<file path="src/rtl/decoder_pkg.sv">
// Shared types for the main instruction decoder.
// DECODER_CARRY_OPS_EN enables distinct ADC/SBC/RSC ALU operations.
package decoder_pkg;

    typedef enum logic [1:0] {
        OP_DP  = 2'b00,
        OP_MEM = 2'b01,
        OP_BR  = 2'b10,
        OP_UND = 2'b11
    } op_e;

    typedef enum logic [3:0] {
        CMD_AND = 4'b0000,
        CMD_EOR = 4'b0001,
        CMD_SUB = 4'b0010,
        CMD_RSB = 4'b0011,
        CMD_ADD = 4'b0100,
        CMD_ADC = 4'b0101,
        CMD_SBC = 4'b0110,
        CMD_RSC = 4'b0111,
        CMD_TST = 4'b1000,
        CMD_TEQ = 4'b1001,
        CMD_CMP = 4'b1010,
        CMD_CMN = 4'b1011,
        CMD_ORR = 4'b1100,
        CMD_MOV = 4'b1101,
        CMD_BIC = 4'b1110,
        CMD_MVN = 4'b1111
    } cmd_e;

    typedef enum logic [2:0] {
        ALU_ADD = 3'b000,
        ALU_SUB = 3'b001,
        ALU_AND = 3'b010,
        ALU_ORR = 3'b011,
        ALU_ADC = 3'b100,
        ALU_SBC = 3'b101,
        ALU_EOR = 3'b110
    } alu_ctl_e;

    typedef enum logic [1:0] {
        IMM_DP  = 2'b00,
        IMM_MEM = 2'b01,
        IMM_BR  = 2'b10
    } imm_src_e;

    typedef enum logic [1:0] {
        RES_ALU = 2'b00,
        RES_OPB = 2'b01,
        RES_MEM = 2'b10
    } res_src_e;

    // Carry-using commands fall back to plain add/sub without the option.
`ifdef DECODER_CARRY_OPS_EN
    localparam alu_ctl_e ALU_ADC_OP = ALU_ADC;
    localparam alu_ctl_e ALU_SBC_OP = ALU_SBC;
`else
    localparam alu_ctl_e ALU_ADC_OP = ALU_ADD;
    localparam alu_ctl_e ALU_SBC_OP = ALU_SUB;
`endif

    typedef struct packed {
        logic       pcs;
        logic       reg_w;
        logic       mem_w;
        logic       mem_to_reg;
        logic       alu_src;
        logic       reg_src;
        logic       no_write;
        logic       swap;
        logic       inv;
        logic [1:0] flag_w;
        logic [1:0] imm_src;
        logic [1:0] result_src;
        logic [2:0] alu_ctl;
    } ctrl_t;

endpackage

</file>
<file path="src/rtl/alu_decoder.sv">
// Data-processing command decode: cmd/S to ALU controls.
// DECODER_CARRY_OPS_EN selects real carry ops for ADC/SBC/RSC.
module alu_decoder
    import decoder_pkg::*;
(
    input  logic [3:0] cmd_i,
    input  logic       s_i,
    output logic [2:0] alu_ctl_o,
    output logic [1:0] flag_w_o,
    output logic       swap_o,
    output logic       inv_o,
    output logic       no_write_o,
    output logic [1:0] result_src_o
);

    logic arith;

    // Per-command ALU op, operand tweaks and flag-write class
    always_comb begin
        alu_ctl_o    = ALU_ADD;
        swap_o       = 1'b0;
        inv_o        = 1'b0;
        no_write_o   = 1'b0;
        result_src_o = RES_ALU;
        arith        = 1'b0;
        case (cmd_i)
            CMD_AND: alu_ctl_o = ALU_AND;
            CMD_EOR: alu_ctl_o = ALU_EOR;
            CMD_SUB: begin
                alu_ctl_o = ALU_SUB;
                arith     = 1'b1;
            end
            CMD_RSB: begin
                alu_ctl_o = ALU_SUB;
                swap_o    = 1'b1;
                arith     = 1'b1;
            end
            CMD_ADD: arith = 1'b1;
            CMD_ADC: begin
                alu_ctl_o = ALU_ADC_OP;
                arith     = 1'b1;
            end
            CMD_SBC: begin
                alu_ctl_o = ALU_SBC_OP;
                arith     = 1'b1;
            end
            CMD_RSC: begin
                alu_ctl_o = ALU_SBC_OP;
                swap_o    = 1'b1;
                arith     = 1'b1;
            end
            CMD_TST: begin
                alu_ctl_o  = ALU_AND;
                no_write_o = 1'b1;
            end
            CMD_TEQ: begin
                alu_ctl_o  = ALU_EOR;
                no_write_o = 1'b1;
            end
            CMD_CMP: begin
                alu_ctl_o  = ALU_SUB;
                no_write_o = 1'b1;
                arith      = 1'b1;
            end
            CMD_CMN: begin
                no_write_o = 1'b1;
                arith      = 1'b1;
            end
            CMD_ORR: alu_ctl_o = ALU_ORR;
            CMD_MOV: result_src_o = RES_OPB;
            CMD_BIC: begin
                alu_ctl_o = ALU_AND;
                inv_o     = 1'b1;
            end
            CMD_MVN: begin
                result_src_o = RES_OPB;
                inv_o        = 1'b1;
            end
            default: ;
        endcase
        flag_w_o = s_i ? (arith ? 2'b11 : 2'b10) : 2'b00;
    end

endmodule

</file>
<file path="src/rtl/decoder.sv">
// Main decoder: op/funct/rd to registered datapath controls.
// DECODER_CARRY_OPS_EN enables distinct ADC/SBC/RSC ALU operations.
module decoder
    import decoder_pkg::*;
(
    input  logic       clk,
    input  logic       rst_n,
    input  logic [1:0] op,
    input  logic [5:0] funct,
    input  logic [3:0] rd,
    output logic       pcs,
    output logic       reg_w,
    output logic       mem_w,
    output logic       mem_to_reg,
    output logic       alu_src,
    output logic       reg_src,
    output logic       no_write,
    output logic       swap,
    output logic       inv,
    output logic [1:0] flag_w,
    output logic [1:0] imm_src,
    output logic [1:0] result_src,
    output logic [2:0] alu_ctl
);

    ctrl_t      ctrl_d;
    ctrl_t      ctrl_q;
    logic [2:0] dp_alu_ctl;
    logic [1:0] dp_flag_w;
    logic       dp_swap;
    logic       dp_inv;
    logic       dp_no_write;
    logic [1:0] dp_result_src;

    alu_decoder u_alu_decoder (
        .cmd_i        (funct[4:1]),
        .s_i          (funct[0]),
        .alu_ctl_o    (dp_alu_ctl),
        .flag_w_o     (dp_flag_w),
        .swap_o       (dp_swap),
        .inv_o        (dp_inv),
        .no_write_o   (dp_no_write),
        .result_src_o (dp_result_src)
    );

    // Instruction-class decode plus PC-write detection
    always_comb begin
        ctrl_d = '0;
        unique case (op)
            OP_DP: begin
                ctrl_d.alu_src    = funct[5];
                ctrl_d.imm_src    = IMM_DP;
                ctrl_d.alu_ctl    = dp_alu_ctl;
                ctrl_d.flag_w     = dp_flag_w;
                ctrl_d.swap       = dp_swap;
                ctrl_d.inv        = dp_inv;
                ctrl_d.no_write   = dp_no_write;
                ctrl_d.reg_w      = ~dp_no_write;
                ctrl_d.result_src = dp_result_src;
            end
            OP_MEM: begin
                ctrl_d.alu_src = 1'b1;
                ctrl_d.imm_src = IMM_MEM;
                ctrl_d.alu_ctl = funct[3] ? ALU_ADD : ALU_SUB;
                if (funct[0]) begin
                    ctrl_d.reg_w      = 1'b1;
                    ctrl_d.mem_to_reg = 1'b1;
                    ctrl_d.result_src = RES_MEM;
                end else begin
                    ctrl_d.mem_w = 1'b1;
                end
            end
            OP_BR: begin
                ctrl_d.alu_src = 1'b1;
                ctrl_d.imm_src = IMM_BR;
                ctrl_d.reg_src = 1'b1;
                ctrl_d.alu_ctl = ALU_ADD;
                ctrl_d.pcs     = 1'b1;
            end
            default: ;
        endcase
        ctrl_d.pcs = ctrl_d.pcs | (ctrl_d.reg_w & (rd == 4'd15));
    end

    // Control half of the decode pipeline register
    always_ff @(posedge clk or negedge rst_n) begin
        if (!rst_n) begin
            ctrl_q <= '0;
        end else begin
            ctrl_q <= ctrl_d;
        end
    end

    assign pcs        = ctrl_q.pcs;
    assign reg_w      = ctrl_q.reg_w;
    assign mem_w      = ctrl_q.mem_w;
    assign mem_to_reg = ctrl_q.mem_to_reg;
    assign alu_src    = ctrl_q.alu_src;
    assign reg_src    = ctrl_q.reg_src;
    assign no_write   = ctrl_q.no_write;
    assign swap       = ctrl_q.swap;
    assign inv        = ctrl_q.inv;
    assign flag_w     = ctrl_q.flag_w;
    assign imm_src    = ctrl_q.imm_src;
    assign result_src = ctrl_q.result_src;
    assign alu_ctl    = ctrl_q.alu_ctl;

endmodule

</file>
<file path="config.mk">
export PLATFORM = sky130hd
export DESIGN_NAME = decoder
export DESIGN_NICKNAME = d
export VERILOG_FILES = /design/src/rtl/decoder_pkg.sv /design/src/rtl/alu_decoder.sv /design/src/rtl/decoder.sv
export SDC_FILE = /design/constraint.sdc
export NUM_CORES = 1
export LEC_CHECK = 0
export ABC_CLOCK_PERIOD_IN_PS = 800
export BUFFER_PORTS_ARGS = -buffer_cell sky130_fd_sc_hd__buf_2
export CAP_MARGIN = 20
export CORE_MARGIN = 2
export CORE_UTILIZATION = 43
export DETAILED_ROUTE_END_ITERATION = 10
export GPL_TIMING_DRIVEN = 0
export PLACE_DENSITY = 0.76
export RECOVER_POWER = 25
export SETUP_SLACK_MARGIN = 0.2
export SLEW_MARGIN = 20
export SYNTH_ARGS = -nofsm -noshare
export SYNTH_HDL_FRONTEND = slang
export SYNTH_SLANG_ARGS = --single-unit
</file>
<file path="constraint.sdc">
create_clock -name clk -period 0.8 [get_ports clk]
set_input_delay 0.16 -clock clk [delete_from_list [all_inputs] [get_ports clk]]
set_output_delay 0.16 -clock clk [all_outputs]
set_load 0.03 [all_outputs]
</file>
[Yosys cells after proc, flatten, opt, wreduce, memory -nomap -nowiden]
Cells that the tools add are included.
Operators by class
  reductions and logical operators: 11
  bitwise operators: 3
  mux-type cells: 20
  equality and inequality tests: 18
Operators with widths (number)
  == test 4 bit (second input constant): 9
  == test 4 x 3 -> 1 bit (second input constant): 4
  case mux 3 bit (4 select lines): 1
  two-way mux 1 bit: 10
  OR reduction 2 bit: 5
  == test 4 x 2 -> 1 bit (second input constant): 2
  case mux 2 bit (2 select lines): 2
  OR reduction 8 bit: 1
  two-way mux 2 bit: 3
  case mux 3 bit (2 select lines): 1
  two-way mux 5 bit: 1
  OR reduction 5 bit: 1
  == test 4 x 1 -> 1 bit (second input constant): 1
  zero test 4 bit: 1
  case mux 1 bit (2 select lines): 2
  OR reduction 4 bit: 1
  OR reduction 3 bit: 1
  == test 2 x 1 -> 1 bit (second input constant): 1
  == test 2 bit (second input constant): 1
  zero test 2 bit: 1
  AND 1 bit: 1
  inverter 1 bit: 1
  OR 1 bit: 1
Storage, ports and cells
  output and inout bits: 18
  register bits: 18
  input port bits: 14
  word-level logic and storage cells: 65

[Logic depth before layout (Yosys ltp)]
Gate-level depths: netlist of run 1.
  word-level depth: 7
  mapped depth: 5
  gate-level depth less buffers: 5

[By module]
A second synthesis of run 1 with hierarchy kept.
Unflattened totals
  cell total of the unflattened synthesis: 64
  area, all modules: 742.0 um^2
By module, submodules not included
  decoder: seq. area each 425.4 um^2, instances 1, cells an instance 49, area an instance 648.1 um^2
  alu_decoder: seq. area each 0.0 um^2, instances 1, cells an instance 15, area an instance 93.8 um^2

[Worst setup path after synthesis of run 1]
OpenSTA, ideal clock, no wires.
  path type: input to register
  from: input port op[1]
  to: register ctrl_q (netlist bit pcs)
  setup time: 0.118 ns
  data required time: 0.682 ns
  buffers on the path: 0
  stages: 5
  arrival time: 0.833 ns
  slack: -0.151 ns
  cells stage by stage: inv_1 -> ha_1 -> and2_1 -> a21o_1 -> a21o_1
RTL lines
  start, declared: line decoder.sv:8  | input logic [1:0] op,
  end signal, assigned: line decoder.sv:90  | ctrl_q <= ctrl_d;
  end, declared: line decoder.sv:27  | ctrl_t ctrl_q;

[Worst setup path in the final report of run 1]
  from: register ctrl_q (netlist bit imm_src[1])
  to: output port imm_src[1]
RTL lines
  end, declared: line decoder.sv:21  | output logic [1:0] imm_src,
No word-level cell between the ends.

==> results of run 1 <==
[power by group through the flow]
stage          Clock, mW  Combinational [mW]  Sequential, mW
2_1_floorplan          0              0.0806            1.01
3_3_place_gp           0               0.273           0.925
3_5_place_dp           0               0.280           0.926
4_1_cts            0.449               0.365           0.918
5_1_grt            0.499               0.391           0.922
6_report           0.433               0.363           0.918
[worst max path at each step]
stage | start | endpoint | slack [ns] | cells past startpoint
floorplan | op[1] | pcs$_DFF_PN0_ | -0.1 | 5
global placement | op[1] | pcs$_DFF_PN0_ | -0.35 | 6
detailed placement | op[1] | pcs$_DFF_PN0_ | -0.37 | 6
CTS | imm_src[1]$_DFF_PN0_ | imm_src[1] | -0.29 | 2
global route | imm_src[1]$_DFF_PN0_ | imm_src[1] | -0.33 | 2
finish | imm_src[1]$_DFF_PN0_ | imm_src[1] | -0.29 | 2
[placed cells by master, fill, tap and decap left out, drive strengths merged]
master  Yosys  layout
a21o        2       2
ha          4       4
nor3        1       1
buf         1      36
dfrtp      17      17
nor2        4       4
nand2       4       4
o22ai       1       1
o211a       1       1
clkbuf      0       4
nor2b       1       1
and3        1       1
o211ai      1       1
a21oi       1       1
nand2b      3       3
clkinv      0       1
and2        4       4
inv         3       3
a32o        1       1
and4        1       1
[through the flow]
step	worst slack (ns)	TNS, ns
after CTS	-0.290	-3.46
after detailed placement	-0.370	-2.52
final	-0.287	-3.36
after global routing	-0.330	-4.00
after floorplan	-0.0976	-0.116
after global placement	-0.347	-2.27
[critical path, stage by stage, from the launching register on]
cell	delay, ns
dfrtp_2	0.41
buf_6	0.11
buf_6	0.12
[final cells by class]
class	instances	area, sq um	share of cell area
repair buffers	36	319	0.293
flip-flops and latches	17	445	0.409
clock inverters	1	5.00	0.00460
multi-input cells	30	241	0.222
plain buffers	1	11.3	0.0103
well taps	16	20.0	0.0184
inverters	3	23.8	0.0218
clock buffers	3	22.5	0.0207
[cell families after synthesis]
| family | share of synthesized area |
|---|---|
| DFF | 0.654 |
| and+or+nand+nor | 0.158 |
| buffers and inverters | 0.0288 |
| AOI/OAI and AO/OA | 0.0827 |
| adders and majority gates | 0.0769 |
[layer usage]
layer | GRT usage | vias to the layer above | wire [um]
li1 | - | 250 | -
met1 | 0.177 | 243 | 501
met2 | 0.312 | 16 | 762
met3 | 0.0170 | 2 | 53
met4 | 0.0563 | 0 | 13
met5 | 0 | - | 0
[repair_timing]
| item | CTS | global route |
|---|---|---|
| buffers inserted | 5 | 0 |
| pin swaps | 4 | 0 |
| setup endpoints to repair | 30 | 20 |
| hold endpoints to repair | 17 | 17 |
| resized for setup | 44 | 0 |
==> flow_summary_export.csv, run 1 <==
group,metric,value,unit
sta,fin_ws,-0.287,ns
synthesis,synthArstFlopShare,1.00,
die,die_x,42.9,um
pwr,p_sw_frac,0.266,
synthesis,syn_nets,69,
clock_network,cts_sinks,17,
clock_network,clkTransAtPathRegs,0.10,ns
placed_design,io_buffers,31,
synthesis,yosysTopAreaCellShare,0.654,
die,io_pins,32,
sta,finalSetupViolations,18,
sta,hold_violations,17,
final_layout,fin_nets,110,
sta,timing.fmax,920,MHz
clock_network,h-tree-depth,1,
synthesis,yosysSeqAreaShare,0.654,
pwr,leakage,0.554,nW
placed_design,place_area,877,sq um
grt,grt_max_degree,18,
die,num_rows,14,
placed_design,gp_congestion,0.831,
final_layout,utilization,0.749,
synthesis,synth-main-ff-cell,"dfrtp_1",
routing,detail-route-antenna-nets,0,
routing,vias_per_cell,4.78,
synthesis,syn-mean-instance-area,12.8,sq um
routing,drt_first_pass_iters,4,
pwr,ir_drop,980,uV
clock_network,root_buffer,"clkbuf_4",
synthesis,ys_ff_latch,17,
outcome,status,"finished, violations left",
final_layout,fillerInstances,98,
setup_path,endpoint_kind,"output pin",
die,die_area,0.00184,sq mm
pwr,powerDensity,1570,mW/mm^2
synthesis,ys_warn_count,0,
final_layout,post-route-cell-area,0.00109,sq mm
grt,grt_usage,0.161,
run,maxCapViolCount,0,
final_layout,largest_reg_flops,3,
setup_path,startpoint_type,"flip-flop",
clock_network,cts_max_path_buffers,2,
placed_design,placed_cells,98,
synthesis,ys_types,19,
routing,num_vias,511,
sta,hold_slack,-0.0404,ns
pwr,p_total,1.71,mW
routing,route.detailed.drc,0,
grt,grt_antenna_before_repair,0,
clock_network,cts_tree,"yes",
pwr,clock_power_share,0.252,
outcome,violations,"negative hold slack, negative setup slack",
die,start_util,0.448,
grt,grt_pass1_vias,506,
final_layout,area_growth,67.3,%
routing,wl_per_cell,12.4,um
final_layout,drive_gt1_frac,0.692,
pwr,p_comb_frac,0.212,
synthesis,synth_enable_flop_cells,0,
die,die_height,42.9,um
pwr,p_sw,0.457,mW
pwr,p_int,1.26,mW
sta,relSlewSlack,0.424,
synthesis,ys_top_cells_by_count,"dfrtp_1, and2_1, ha_1, nor2_1",
clock_network,cts_inserted_buffers,3,
placed_design,dp_hpwl,917,um
setup_path,crit_required,0.64,ns
setup_path,crit_fanout,2,
synthesis,synth.most_common_cell,"dfrtp_1",
final_layout,stdcell_count,107,
grt,grt_pass1_wl,2170,um
sta,slew_viol_final,0,
sta,min_period_over_period,1.36,
routing,first_iter_violations,3,
sta,rsz0062_at_grt,"yes",
routing,routed_wl,1330,um
synthesis,ys_top_cells_by_area,"dfrtp_1, ha_1, and2_1",
worst_hold_path,hp-class,"input port to async pin",
grt,overflow,0,
die,design.core.area,0.00145,sq mm
sta,post-route-min-period,1.09,ns
synthesis,synth_cells,51,
synthesis,synth_top_area_cell,"dfrtp_1",
pwr,p_seq_frac,0.536,
synthesis,synth_area,651,sq um
setup_path,cp_data_arrival_time,0.93,ns
sta,tightest_slew,0.863,ns
final_layout,n_antenna_cell,0,
setup_path,worstSetupPathType,"flip-flop to output pin",
(Power assumes the default switching activity.)
==> run 2: changes to the inputs <==
CORE_MARGIN = default   (was 2)
GPL_ROUTABILITY_DRIVEN = 0   (was default)
PLACE_DENSITY = 0.85   (was 0.76)
==> run 2 against run 1 <==
Against the previous run: the run still ends with negative hold slack, negative setup slack left; sequential share of layout area rose by 0.86 points; flip-flop and latch count is the same; clock power up 2%; sequential power barely moved; critical endpoint unchanged; first-iteration DRC count grew to 4.3 times the previous value; core utilization rose by 4.1 points; via count increased by 8.2%; critical path depth is the same; setup slack better by 0.00089 ns; non-clock buffer count shrank 3; total power is 0.20% lower; largest power group unchanged.
==> flow_summary_export.csv, run 2 (synthesis gave the netlist of run 1 again) <==
group,metric,value,unit
die,die_height,40.9,um
routing,wl_met3,88,um
placed_design,place_ws,-0.357,ns
grt,grt_max_degree,18,
grt,grt_pass1_wl,1900,um
sta,relSlewSlack,0.425,
clock_network,clkTransAtPathRegs,0.09,ns
grt,grt_usage,0.186,
pwr,p_total,1.71,mW
die,die_x,40.9,um
clock_network,cts_sinks,17,
final_layout,stdcell_count,103,
routing,vias_per_cell,5.37,
routing,wl_met1,483,um
setup_path,cp_data_arrival_time,0.93,ns
clock_network,root_buffer,"clkbuf_4",
final_layout,fillerInstances,82,
routing,first_iter_violations,13,
clock_network,cts_inserted_buffers,3,
die,num_rows,13,
setup_path,endpoint_kind,"output pin",
placed_design,dp_hpwl,858,um
final_layout,fin_nets,107,
die,design.core.area,0.00135,sq mm
sta,fin_ws,-0.286,ns
final_layout,largest_reg_flops,3,
sta,timing.fmax,921,MHz
routing,routed_wl,1300,um
routing,top_layer,"met4",
pwr,powerDensity,1600,mW/mm^2
final_layout,n_antenna_cell,0,
die,start_util,0.482,
routing,detail-route-antenna-nets,0,
grt,overflow,0,
routing,route.detailed.drc,0,
setup_path,worstSetupPathType,"flip-flop to output pin",
sta,slew_viol_final,0,
run,maxCapViolCount,0,
routing,wl_met2,694,um
pwr,leakage,0.536,nW
grt,grt_pass1_vias,465,
routing,drt_first_pass_iters,4,
worst_hold_path,hp-class,"input port to async pin",
clock_network,cts_tree,"yes",
setup_path,crit_required,0.64,ns
placed_design,placed_cells,97,
final_layout,most-common-layout-cells,"buf_6, dfrtp_2, buf_2",
routing,wl_per_cell,12.6,um
sta,rsz0062_at_grt,"yes",
clock_network,cts_max_path_buffers,2,
outcome,status,"finished, violations left",
final_layout,final-seq-area,445,sq um
sta,hold_violations,17,
final_layout,area_growth,63.8,%
die,io_pins,32,
setup_path,startpoint_type,"flip-flop",
clock_network,h-tree-depth,1,
sta,hold_slack,-0.0458,ns
setup_path,crit_fanout,2,
final_layout,drive_gt1_frac,0.670,
sta,fin_tns_setup,-3.43,ns
die,die_area,0.00167,sq mm
outcome,violations,"negative hold slack, negative setup slack",
routing,num_vias,553,
grt,grt_antenna_before_repair,0,
pwr,ir_drop,888,uV
sta,tightest_slew,0.863,ns
placed_design,io_buffers,31,
final_layout,layout_commonest_cell,"buf_6",
sta,post-route-min-period,1.09,ns
sta,min_period_over_period,1.36,
final_layout,multiInputGateArea,241,sq um
sta,finalSetupViolations,18,
[run 2: cell count changes in the layout (fill, tap and decap cells not counted)]
| cell | change |
|---|---|
| clkbuf_1 | +1 |
| clkbuf_4 | +1 |
| clkinv_2 | -1 |
| buf_2 | -1 |
| buf_4 | -3 |
[run 2: area by class of cell]
cell class                      count  area share
Sequential cell                    17       0.418
Inverter                            3      0.0223
Clock buffer                        4      0.0246
Timing Repair Buffer               33       0.281
Buffer                              1      0.0106
Multi-Input combinational cell     30       0.227
Tap cell                           15      0.0176
[run 2: what timing repair did]
action | in CTS | in global routing
endpoints found under the hold margin | 17 | 17
pin swaps | 4 | 0
gates cloned | 0 | 0
buffers inserted | 2 | 0
resized for setup | 43 | 2
endpoints found under the setup margin | 30 | 20
[run 2: worst max-delay path: stages (launching register included)]
cell and delay [ns]:
dfrtp_2 0.41, buf_6 0.11, buf_6 0.12
[run 2: power by group]
part	switching (mW)	internal, mW	total [mW]
Sequential	0.0174	0.900	0.918
Combinational	0.190	0.163	0.353
Clock	0.246	0.194	0.440
[run 2: final timing paths]
kind	depth (start not counted)	slack (ns)	from	end
hold / removal	1	-0.05	rst_n	flag_w[0]$_DFF_PN0_
max in group asynchronous	1	0.26	rst_n	result_src[1]$_DFF_PN0_
min in group clk	2	0.06	funct[0]	mem_w$_DFF_PN0_
setup / recovery	2	-0.29	imm_src[1]$_DFF_PN0_	imm_src[1]
[run 2: metal layers]
| layer | up-vias | GRT usage |
|---|---|---|
| met1 | 271 | 0.218 |
| met4 | 0 | 0.158 |
| met3 | 4 | 0.0326 |
| met5 | - | 0 |
| li1 | 245 | - |
| met2 | 33 | 0.289 |
[run 2: metrics by stage]
stage | area (sq um) | utilization
final | 1070 | 0.790
after global routing | 1070 | 0.790
after CTS | 1060 | 0.783
after detailed placement | 876 | 0.649
after global placement | 876 | 0.649
after floorplan | 702 | -
==> run 3: changes to the inputs <==
ABC_AREA = 1   (was default)
HOLD_SLACK_MARGIN = 0.02   (was default)
==> run 3 against run 2 <==
Against the previous run: the run still ends with negative hold slack, negative setup slack left; area after synthesis is 0.19% higher; largest cell class unchanged; critical path type unchanged; non-clock buffer count shrank 2; clock-buffer cell count shrank 1; critical path depth unchanged; setup slack worse by 0.026 ns; flip-flop and latch count did not move; hold slack worse by 0.012 ns; first-iteration DRC count down 46%; sequential share of layout area grew 0.36 points; via count fell by 2.7%.
==> flow_summary_export.csv, run 3 <==
group,metric,value,unit
final_layout,most-common-layout-cells,"buf_6, dfrtp_2, nand2_1, buf_2, nor2_1",
sta,hold_slack,-0.0575,ns
sta,timing.fmax,899,MHz
grt,grt_antenna_before_repair,0,
synthesis,synth_top_area_cell,"dfrtp_1",
routing,num_vias,538,
pwr,ir_drop,907,uV
routing,detail-route-antenna-nets,0,
placed_design,dp_hpwl,942,um
placed_design,io_buffers,31,
synthesis,ys_top_cells_by_count,"dfrtp_1, nand2_1, inv_1, nor2_1, ha_1",
placed_design,place_ws,-0.159,ns
sta,hold_violations,17,
routing,route.detailed.drc,0,
clock_network,root_buffer,"clkbuf_4",
pwr,p_comb_frac,0.204,
final_layout,drive_gt1_frac,0.663,
synthesis,yosysTopAreaCellShare,0.653,
synthesis,yosysSeqAreaShare,0.653,
grt,overflow,0,
synthesis,syn_nets,81,
final_layout,area_growth,62.6,%
synthesis,ys_top_cells_by_area,"dfrtp_1, nand2_1, ha_1",
sta,relSlewSlack,0.416,
routing,wl_met2,874,um
synthesis,ys_warn_count,0,
pwr,p_seq_frac,0.527,
synthesis,synth_area,652,sq um
synthesis,synth-main-ff-cell,"dfrtp_1",
pwr,powerDensity,1650,mW/mm^2
synthesis,synth_enable_flop_cells,0,
synthesis,synth.most_common_cell,"dfrtp_1",
sta,min_period_over_period,1.39,
outcome,violations,"negative hold slack, negative setup slack",
die,design.core.area,0.00135,sq mm
worst_hold_path,hp-class,"input port to async pin",
routing,wl_met3,63,um
die,die_x,40.9,um
final_layout,n_antenna_cell,0,
pwr,p_sw,0.508,mW
sta,slew_viol_final,0,
routing,wl_met1,552,um
synthesis,ys_ff_latch,17,
final_layout,largest_reg_flops,3,
clock_network,cts_sinks,17,
setup_path,crit_fanout,2,
setup_path,worstSetupPathType,"flip-flop to output pin",
sta,rsz0062_at_grt,"yes",
synthesis,synth_cells,63,
grt,grt_pass1_vias,488,
routing,drt_first_pass_iters,5,
final_layout,post-route-cell-area,0.00106,sq mm
routing,vias_per_cell,4.76,
pwr,leakage,0.544,nW
routing,first_iter_violations,7,
routing,wl_per_cell,13.2,um
sta,fin_ws,-0.312,ns
setup_path,critical-path-max-stage-delay,0.42,ns
sta,tightest_slew,0.876,ns
setup_path,crit_required,0.64,ns
clock_network,cts_inserted_buffers,3,
setup_path,cp_data_arrival_time,0.95,ns
run,maxCapViolCount,0,
grt,grt_pass1_wl,2270,um
pwr,clock_power_share,0.268,
final_layout,layout_commonest_cell,"buf_6",
setup_path,crit_top_cell,"buf_6",
die,start_util,0.483,
clock_network,clkTransAtPathRegs,0.11,ns
clock_network,cts_max_path_buffers,2,
routing,routed_wl,1490,um
setup_path,crit_chain,"buf_6 -> buf_6",
routing,top_layer,"met3",
die,io_pins,32,
final_layout,fin_nets,117,
clock_network,cts_tree,"yes",
grt,grt_max_degree,18,
pwr,p_int,1.24,mW
grt,grt_usage,0.220,
synthesis,ys_types,12,
sta,finalSetupViolations,18,
die,die_area,0.00168,sq mm
placed_design,place_area,915,sq um
sta,post-route-min-period,1.11,ns
setup_path,startpoint_type,"flip-flop",
clock_network,h-tree-depth,1,
die,num_rows,13,
die,die_height,40.9,um
outcome,status,"finished, violations left",
pwr,p_sw_frac,0.291,
synthesis,synthArstFlopShare,1.00,
synthesis,syn-mean-instance-area,10.3,sq um
setup_path,endpoint_kind,"output pin",
setup_path,cpMaxStageDelayCell,"dfrtp_2",
## run 3: kinds of logic after synthesis
family | Yosys count | synth area share
fa+ha+maj | 4 | 0.0768
buf+inv | 11 | 0.0691
simple gates | 28 | 0.177
compound gates | 3 | 0.0250
flops | 17 | 0.653
## run 3: layout make-up
type	instances	area [sq um]
Tap cell	15	18.8
Fill cell	76	290
Clock inverter	1	5.00
Buffer	1	11.3
Multi-Input combinational cell	35	221
Clock buffer	3	22.5
Inverter	10	61.3
Timing Repair Buffer	31	273
Sequential cell	17	447
## run 3: worst max-delay path, delay by kind of cell, from the launching register on
kind	cells	cell delay (ns)
buffers and inverters	2	0.23
DFF	1	0.42
## run 3: timing repair
action	in CTS	in global routing
buffers inserted	0	0
gates resized for setup	38	0
pin swaps	3	0
setup endpoints to repair	21	18
endpoints found under the hold margin	17	17
## run 3: routing by layer
metal,global-route usage,vias to the layer above
li1,-,262
met1,0.241,250
met2,0.395,26
met3,0.0326,0
met4,0.125,0
met5,0,-
## run 3: power by group through the flow
stage	sequential [mW]	combinational [mW]	clock, mW
6_report	0.920	0.357	0.468
3_5_place_dp	0.927	0.304	0
5_1_grt	0.925	0.386	0.509
4_1_cts	0.919	0.357	0.463
2_1_floorplan	1.01	0.101	0
3_3_place_gp	0.926	0.297	0
## run 3: worst max path at each step
stage	depth (start not counted)	from	slack (ns)	endpoint
after floorplan	1	imm_src[1]$_DFF_PN0_	0.02	imm_src[1]
final	2	imm_src[1]$_DFF_PN0_	-0.31	imm_src[1]
after global placement	7	op[1]	-0.15	alu_ctl[0]$_DFF_PN0_
after CTS	2	imm_src[1]$_DFF_PN0_	-0.31	imm_src[1]
after detailed placement	7	op[1]	-0.16	alu_ctl[0]$_DFF_PN0_
after global routing	2	imm_src[1]$_DFF_PN0_	-0.34	imm_src[1]
## run 3: stage by stage
| step | util | TNS, ns | power [mW] | cells |
|---|---|---|---|---|
| after floorplan | - | 0 | 1.11 | 63 |
| after global placement | 0.677 | -0.866 | 1.22 | 109 |
| after detailed placement | 0.677 | -0.967 | 1.23 | 109 |
| after CTS | 0.786 | -3.69 | 1.74 | 113 |
| after global routing | 0.785 | -4.27 | 1.82 | 113 |
| final | 0.785 | -3.77 | 1.74 | 113 |
